==> src/rtl/multicycle_ctrl.sv <==
// Multi-cycle MIPS control FSM: sequences FETCH/DECODE/EXEC/MEM/WB, drives datapath controls,
// counts retired instructions and traps on bus timeout. Define ILLEGAL_TRAP_EN to trap on illegal opcodes.
module multicycle_ctrl #(
  parameter int CNT_W    = 32,
  parameter int MAX_WAIT = 15
) (
  input  logic             clk,
  input  logic             rst,
  input  logic [5:0]       op,
  input  logic [5:0]       funct,
  input  logic             zero,
  input  logic             mem_ready,
  output logic             pc_wr,
  output logic [1:0]       pc_src,
  output logic             ir_wr,
  output logic             i_or_d,
  output logic             mem_rd,
  output logic             mem_wr,
  output logic             reg_dst,
  output logic             mem_to_reg,
  output logic             reg_wr,
  output logic             alu_src_a,
  output logic [1:0]       alu_src_b,
  output logic [4:0]       alu_op,
  output logic [1:0]       ext_op,
  output logic [2:0]       state,
  output logic [CNT_W-1:0] instr_cnt,
  output logic             bus_err,
  output logic             illegal
);

  typedef enum logic [2:0] {
    S_FETCH  = 3'd0,
    S_DECODE = 3'd1,
    S_EXEC   = 3'd2,
    S_MEM    = 3'd3,
    S_WB     = 3'd4,
    S_TRAP   = 3'd7
  } state_e;

  localparam logic [4:0] ALU_ADD = 5'd0;
  localparam logic [4:0] ALU_SUB = 5'd1;
  localparam logic [4:0] ALU_AND = 5'd2;
  localparam logic [4:0] ALU_OR  = 5'd3;
  localparam logic [4:0] ALU_SLT = 5'd4;
  localparam logic [4:0] ALU_LUI = 5'd5;

  localparam int WAIT_W = $clog2(MAX_WAIT + 1);
  localparam logic [WAIT_W-1:0] WAIT_LAST = WAIT_W'(MAX_WAIT - 1);

  state_e             state_q, state_d;
  logic [WAIT_W-1:0]  wait_q, wait_d;
  logic [CNT_W-1:0]   cnt_q;
  logic               bus_err_q, bus_err_d;
  logic               illegal_q, illegal_d;
  logic               retire;

  logic       is_r, is_lw, is_sw, is_beq, is_addi, is_ori, is_lui, is_j;
  logic       r_ok, supported;
  logic [4:0] r_alu_op;

  // Instruction class decode straight from the IR fields.
  always_comb begin
    is_r    = (op == 6'h00);
    is_lw   = (op == 6'h23);
    is_sw   = (op == 6'h2B);
    is_beq  = (op == 6'h04);
    is_addi = (op == 6'h08);
    is_ori  = (op == 6'h0D);
    is_lui  = (op == 6'h0F);
    is_j    = (op == 6'h02);
    r_ok     = 1'b1;
    r_alu_op = ALU_ADD;
    case (funct)
      6'h20:   r_alu_op = ALU_ADD;
      6'h22:   r_alu_op = ALU_SUB;
      6'h24:   r_alu_op = ALU_AND;
      6'h25:   r_alu_op = ALU_OR;
      6'h2A:   r_alu_op = ALU_SLT;
      default: r_ok = 1'b0;
    endcase
    supported = (is_r && r_ok) || is_lw || is_sw || is_beq || is_addi ||
                is_ori || is_lui || is_j;
  end

  always_comb begin
    state_d    = state_q;
    wait_d     = '0;
    bus_err_d  = bus_err_q;
    illegal_d  = illegal_q;
    retire     = 1'b0;
    pc_wr      = 1'b0;
    pc_src     = 2'b00;
    ir_wr      = 1'b0;
    i_or_d     = 1'b0;
    mem_rd     = 1'b0;
    mem_wr     = 1'b0;
    reg_dst    = 1'b0;
    mem_to_reg = 1'b0;
    reg_wr     = 1'b0;
    alu_src_a  = 1'b0;
    alu_src_b  = 2'b00;
    alu_op     = ALU_ADD;
    ext_op     = 2'd0;

    case (state_q)
      S_FETCH: begin
        mem_rd    = 1'b1;
        alu_src_b = 2'b01;
        if (mem_ready) begin
          ir_wr   = 1'b1;
          pc_wr   = 1'b1;
          state_d = S_DECODE;
        end else if (wait_q == WAIT_LAST) begin
          mem_rd    = 1'b0;
          bus_err_d = 1'b1;
          state_d   = S_TRAP;
        end else begin
          wait_d = wait_q + WAIT_W'(1);
        end
      end

      S_DECODE: begin
        alu_src_b = 2'b11;
        ext_op    = 2'd1;
        if (!supported) begin
          illegal_d = 1'b1;
`ifdef ILLEGAL_TRAP_EN
          state_d   = S_TRAP;
`else
          retire    = 1'b1;
          state_d   = S_FETCH;
`endif
        end else if (is_j) begin
          pc_wr   = 1'b1;
          pc_src  = 2'b10;
          retire  = 1'b1;
          state_d = S_FETCH;
        end else begin
          state_d = S_EXEC;
        end
      end

      S_EXEC: begin
        alu_src_a = 1'b1;
        if (is_r) begin
          alu_op  = r_alu_op;
          state_d = S_WB;
        end else if (is_lw || is_sw || is_addi) begin
          alu_src_b = 2'b10;
          ext_op    = 2'd1;
          state_d   = is_addi ? S_WB : S_MEM;
        end else if (is_ori) begin
          alu_src_b = 2'b10;
          alu_op    = ALU_OR;
          state_d   = S_WB;
        end else if (is_lui) begin
          alu_src_b = 2'b10;
          alu_op    = ALU_LUI;
          state_d   = S_WB;
        end else if (is_beq) begin
          alu_op  = ALU_SUB;
          pc_src  = 2'b01;
          pc_wr   = zero;
          retire  = 1'b1;
          state_d = S_FETCH;
        end else begin
          state_d = S_FETCH;
        end
      end

      // Strobes stay up through the wait so the memory sees a stable request.
      S_MEM: begin
        i_or_d = 1'b1;
        mem_rd = is_lw;
        mem_wr = is_sw;
        if (mem_ready) begin
          if (is_lw) begin
            state_d = S_WB;
          end else begin
            retire  = 1'b1;
            state_d = S_FETCH;
          end
        end else if (wait_q == WAIT_LAST) begin
          mem_rd    = 1'b0;
          mem_wr    = 1'b0;
          bus_err_d = 1'b1;
          state_d   = S_TRAP;
        end else begin
          wait_d = wait_q + WAIT_W'(1);
        end
      end

      S_WB: begin
        reg_wr     = 1'b1;
        reg_dst    = is_r;
        mem_to_reg = is_lw;
        retire     = 1'b1;
        state_d    = S_FETCH;
      end

      S_TRAP: state_d = S_TRAP;

      default: state_d = S_FETCH;
    endcase

    // Reset must silence every enable at once, even before the clock edge.
    if (!rst) begin
      pc_wr      = 1'b0;
      pc_src     = 2'b00;
      ir_wr      = 1'b0;
      i_or_d     = 1'b0;
      mem_rd     = 1'b0;
      mem_wr     = 1'b0;
      reg_dst    = 1'b0;
      mem_to_reg = 1'b0;
      reg_wr     = 1'b0;
      alu_src_a  = 1'b0;
      alu_src_b  = 2'b00;
      alu_op     = ALU_ADD;
      ext_op     = 2'd0;
    end
  end

  always_ff @(posedge clk or negedge rst) begin
    if (!rst) begin
      state_q   <= S_FETCH;
      wait_q    <= '0;
      cnt_q     <= '0;
      bus_err_q <= 1'b0;
      illegal_q <= 1'b0;
    end else begin
      state_q   <= state_d;
      wait_q    <= wait_d;
      bus_err_q <= bus_err_d;
      illegal_q <= illegal_d;
      if (retire) cnt_q <= cnt_q + CNT_W'(1);
    end
  end

  assign state     = state_q;
  assign instr_cnt = cnt_q;
  assign bus_err   = bus_err_q;
  assign illegal   = illegal_q;

endmodule

==> config.mk <==
export PLATFORM = sky130hd
export DESIGN_NAME = multicycle_ctrl
export DESIGN_NICKNAME = d
export VERILOG_FILES = /design/src/rtl/multicycle_ctrl.sv
export SDC_FILE = /design/constraint.sdc
export NUM_CORES = 1
export LEC_CHECK = 0
export BUFFER_PORTS_ARGS = -buffer_cell sky130_fd_sc_hd__buf_2
export CORE_ASPECT_RATIO = 1.25
export CORE_MARGIN = 5
export CORE_UTILIZATION = 50
export CTS_BUF_LIST = sky130_fd_sc_hd__clkbuf_8 sky130_fd_sc_hd__clkbuf_16
export DETAILED_ROUTE_END_ITERATION = 12
export PLACE_DENSITY = 0.85
export SLEW_MARGIN = 20
export SYNTH_ARGS = -nofsm -noshare
export SYNTH_HDL_FRONTEND = slang
export SYNTH_SLANG_ARGS = --single-unit
==> constraint.sdc <==
create_clock -name clk -period 2.7 [get_ports clk]
set_input_delay 0.135 -clock clk [delete_from_list [all_inputs] [get_ports clk]]
set_output_delay 0.135 -clock clk [all_outputs]
set_load 0.01 [all_outputs]
Word level (Yosys, flattened, before mapping)

Cells that the tools add are included.

Flip-flop bits (word level): 41
Bits in latches: 0
RAM bits: 0
Memory bits (read-only): 0
Input port bits: 16
Output and inout bits: 57
Logic and storage cells: 127
Memories kept: 0

Add/sub/neg operators: 2
$mul: 0
Div/mod/pow operators: 0
Magnitude comparators: 0
Eq/ne operators: 18
Shift operators: 0
Muxes and demuxes: 84
Bitwise gates (word level): 2
Reductions and logical operators: 16

Operators with widths:

| cell                                                 | number |
|---|---|
| two-way mux 1 bit                                    | 47 |
| equality test 6 bit (second input constant)          | 7 |
| two-way mux 3 bit                                    | 12 |
| adder 32 x 1 -> 32 bit (second input constant)       | 1 |
| two-way mux 2 bit                                    | 11 |
| equality test 6 x 4 -> 1 bit (second input constant) | 3 |
| two-way mux 5 bit                                    | 3 |
| one-hot mux 3 bit (5 select lines)                   | 1 |
| two-way mux 4 bit                                    | 3 |
| one-hot mux 3 bit (4 select lines)                   | 1 |
| logical OR 1 bit                                     | 9 |
| equality test 3 x 2 -> 1 bit (second input constant) | 2 |
| equality test 3 bit (second input constant)          | 2 |
| equality test 6 x 2 -> 1 bit (second input constant) | 1 |
| equality test 6 x 3 -> 1 bit (second input constant) | 1 |
| zero test 6 bit                                      | 1 |
| one-hot mux 2 bit (3 select lines)                   | 1 |
| OR reduction 5 bit                                   | 1 |
| adder 4 x 1 -> 4 bit (second input constant)         | 1 |
| equality test 4 bit (second input constant)          | 1 |
| one-hot mux 1 bit (2 select lines)                   | 2 |
| one-hot mux 1 bit (4 select lines)                   | 1 |
| one-hot mux 2 bit (2 select lines)                   | 1 |
| equality test 3 x 1 -> 1 bit (second input constant) | 1 |
| other kinds (7)                                      | 8 |

Depth between registers and ports, before layout

Depth after elaboration: 14
Mapped depth: 8

Least setup slack after synthesis

No wires, ideal clock.

Path type: in2reg
Start point: in op[4]
End point: reg cnt_q[30] (netlist: instr_cnt[30])
Setup time: 0.138 ns
Arrival time: 1.928 ns
Slack: 0.634 ns
Cell stages on the path: 8
Buffers on the path: 2
Cell sequence: buf_2 > or4_4 > or4b_4 > o21ai_4 > o21a_4 > buf_6 > nor4_1 > xor2_1

Cells in the longest elaborated chain, start to end: 11

RTL lines:

| what                                   | RTL line | text |
|---|---|---|
| from (decl)                            | 9        | `input logic [5:0] op,` |
| zero test 6 bit                        | 64       | `is_r = (op == 6'h00);` |
| logical AND 1 bit                      | 82       | `supported = (is_r && r_ok) \|\| is_lw \|\| is_sw \|\| is_beq \|\| is_addi \|\|` |
| logical OR 1 bit (5 in series)         | 82       |  |
| logical OR 1 bit (2 in series)         | 83       | `is_ori \|\| is_lui \|\| is_j;` |
| two-way mux 1 bit                      | 126      | `if (!supported) begin` |
| one-hot mux 1 bit (4 select lines) (*) | 106      | `case (state_q)` |
| to (signal assigned)                   | 237      | `if (retire) cnt_q <= cnt_q + CNT_W'(1);` |
| to (decl)                              | 53       | `logic [CNT_W-1:0] cnt_q;` |

Every way passes the cells marked *; elsewhere a longest branch is shown, timed or not.
A chain may end at the register's enable or synchronous reset.

Worst setup path after layout

Start point: in op[2]
End point: out alu_op[1]

Cells in the longest elaborated chain, start to end: 7

RTL lines:

| what                                          | RTL line | text |
|---|---|---|
| equality test 6 bit, on equally long branches | 65, 66   |  |
| logical OR 1 bit (2 in series)                | 149      | `end else if (is_lw \|\| is_sw \|\| is_addi) begin` |
| two-way mux 3 bit                             | 149      |  |
| two-way mux 5 bit (*)                         | 146      | `if (is_r) begin` |
| two-way mux 5 bit (*)                         | 106      |  |
| two-way mux 5 bit (*)                         | 208      | `if (!rst) begin` |
| to (decl)                                     | 24       | `output logic [4:0] alu_op,` |

Marked as above.

==> key figures <==
Detailed routing
  • DRT iter0 DRCs: 93
  • DR WL/cell: 14.8 um
  • Routed vias/inst: 5.52
  • Vias: 2160
  • DRC: 0
  • Detail Route Antenna Nets: 0
  • First drt pass iteration count: 4
  • Detailed-route wire length: 5780 um

Power
  • Comb power frac: 30.6%
  • Power Internal: 1.28 mW
  • Switching Share: 35.6%
  • Cell Pwr Density: 679 nW/um2
  • NetSw: 0.709 mW
  • Flop pwr share: 40.4%
  • Worst vdd ir: 488 uV
  • Clock power frac: 29.0%
  • Static Leak: 1.52 nW

Layout
  • Area growth syn-to-layout: 20.8%
  • Design area: 2930 um2
  • Most frequent cells in the layout: buf_2, dfrtp_1, nor2_1
  • N_diodes: 0
  • Share of cells above drive strength 1: 26.3%
  • Nets: 349
  • Commonest non-fill, non-tap cell in the layout: buf_2

Floorplan
  • Initial core utilization: 51.3%
  • Core area: 4730 um2
  • Die span in x: 72.3 um
  • Total die area: 6350 um2
  • FP Rows: 28
  • Die Y: 87.9 um
  • Top Ports: 73

Timing
  • Final Skew: 0.0100 ns
  • Crit path time final: 2.31 ns
  • Sum Neg Setup Slack: 0 ns
  • # setup viols final: 0
  • Final Hold Viols: 0
  • Slew @ Worst Pin: 0.678 ns
  • Final Max Slew Viols: 0
  • Max Fclk: 0.433 GHz
  • Final period util: 85.4%
  • Hold slack: 0.290 ns
  • Max_slew headroom: 54.8%
  • RSZ-0062 raised after global routing: false
  • Final setup margin: 0.393 ns

Setup path
  • Startpoint Class: input pin
  • Worst EP required: 2.57 ns
  • Critical path class: input pin to output pin
  • CP Launch Point: op[2]
  • FF-to-FF path depth: 6
  • Crit Reg-Reg Startpoint: state[1]$_DFF_PN0_
  • Crit path max fanout: 11
  • Crit end category: output pin
  • CP Data Arrival Time: 2.17 ns

Global routing
  • Vias in the first global route: 2113
  • Initial antenna violation count: 0
  • Largest net degree at the start of global routing: 43
  • Grt total ovfl: 0
  • First-pass GRT wire length: 9720 um
  • GRT Total Usage: 19.2%

Outcome
  • Status: complete, no violations

Placed design
  • Post-place setup slack: 0.327 ns
  • IO Port Bufs: 69
  • DP Area: 2790 um2
  • Routability congestion estimate from global placement: 0.921
  • Hpwl dp: 4320 um

Logic synthesis
  • Async S/R FF share, synth: 100%
  • Library cells used by synthesis: 43
  • Mapped Area: 2430 um2
  • Synthesized area per cell: 9.22 um2
  • Yosys top cell area share: 42.3%
  • Post-synth EDFFs: 0
  • Yosys warning count: 0
  • Post-synthesis sequential area ratio: 42.3%
  • Area leader, netlist: dfrtp_1
  • Flops & latches, synth: 41
  • Top cells by area, synth: dfrtp_1, xnor2_1, xor2_1
  • Most used DFF post-synth: dfrtp_1
  • Mapped Cells: 263

Clock network
  • Post-CTS Hold Buffers: 1
  • Number of gates resized after cts: 0
  • Total CTS buffers: 5
  • CTS HTree Levels: 2
  • Root Buffer: clkbuf_8
  • Worst-Skew Late Latency: 0.30 ns
  • TritonCTS clock tree: done
  • Setup Buffers After CTS: 0
  • Clock sinks: 41
  • Max Buffers Root-to-Sink: 2
  • Worst-path clk slew: 0.07 ns

Hold path
  • Hold path cells: 4
  • Worst Hold Launch: mem_ready
  • Worst Hold Class: input pin to register

Run
  • Max Cap Violations: 0
## registers in the layout, summed over array words and instances (netlist names)
name	flops
wait_q	4
instr_cnt	32
bus_err	1
state	3
illegal	1
## per-stage QoR
stage	total power, mW	util, %	std cells
4_1_cts	2.01	62.0	391
3_3_place_gp	1.40	58.9	382
6_report	1.99	62.0	391
5_1_grt	2.12	62.0	391
2_1_floorplan	1.26	-	265
3_5_place_dp	1.42	58.9	382
## critical path, stage by stage
cell and delay [ns]:
buf_2 0.16, or4_4 0.57, or4b_4 0.55, nor4b_1 0.42
a21oi_1 0.09, nor2_1 0.11, buf_2 0.14
## metal layers
layer  up-vias  routed length [um]  track usage (%)
met1      1006                2390             23.7
met3        13                 379             4.13
met2        76                2860             32.4
met4         0                 148             8.21
li1       1065                   -                -
met5         -                   0                0
## cells in the mapped netlist, types with 2 or more instances
cell,instances
dfrtp_1,41
nor2_1,27
nand2_1,22
xnor2_1,17
xor2_1,17
nand3_1,15
nor3_1,11
a21oi_1,9
nand4_1,9
inv_1,8
nor4_1,8
clkbuf_1,7
and3_1,6
and4_1,6
nor4b_1,6
o21ai_0,5
o31ai_1,5
a211oi_1,3
a31oi_1,3
and2_1,3
buf_4,3
ha_1,3
nor3b_1,3
buf_2,2
buf_6,2
mux2i_1,2
nand2b_1,2
nand4b_1,2
or2_1,2
## final cells by class
type / instances / area (um2)
clock inverters: 3 / 65.1
repair buffers: 72 / 370
flip-flops and latches: 41 / 1030
well taps: 60 / 75.1
clock buffers: 5 / 68.8
fillers: 400 / 1800
inverters: 8 / 30.0
multi-input cells: 202 / 1300
## logic make-up (layout without fill, tap and decap cells)
group,Yosys count,after routing,share of synthesized area (%)
AND/OR/NAND/NOR,129,129,29.6
other,1,3,0.155
flip-flops,41,41,42.3
AO/OA/AOI/OAI,31,31,8.77
adder cells (fa/ha/maj),3,3,1.55
XOR/XNOR,34,34,12.3
multiplexers,2,2,0.825
buffers and inverters,22,88,4.59
## power groups by stage
stage          clock [mW]  sequential, mW  combinational (mW)
2_1_floorplan           0           0.787               0.472
3_3_place_gp            0           0.812               0.591
5_1_grt             0.626           0.819               0.678
6_report            0.578           0.804               0.608
3_5_place_dp            0           0.815               0.609
4_1_cts             0.593           0.803               0.617
## worst paths after layout
check | end | slack, ns
worst max register to register | instr_cnt[28]$_DFFE_PN0P_ | 0.48
worst min register to register | bus_err$_DFFE_PN0P_ | 0.46
max in group asynchronous | instr_cnt[19]$_DFFE_PN0P_ | 1.85
worst min-delay path | wait_q[1]$_DFF_PN0_ | 0.29
worst max-delay path | alu_op[1] | 0.39
min in group asynchronous | instr_cnt[31]$_DFFE_PN0P_ | 0.47
(Power assumes the default switching activity.)
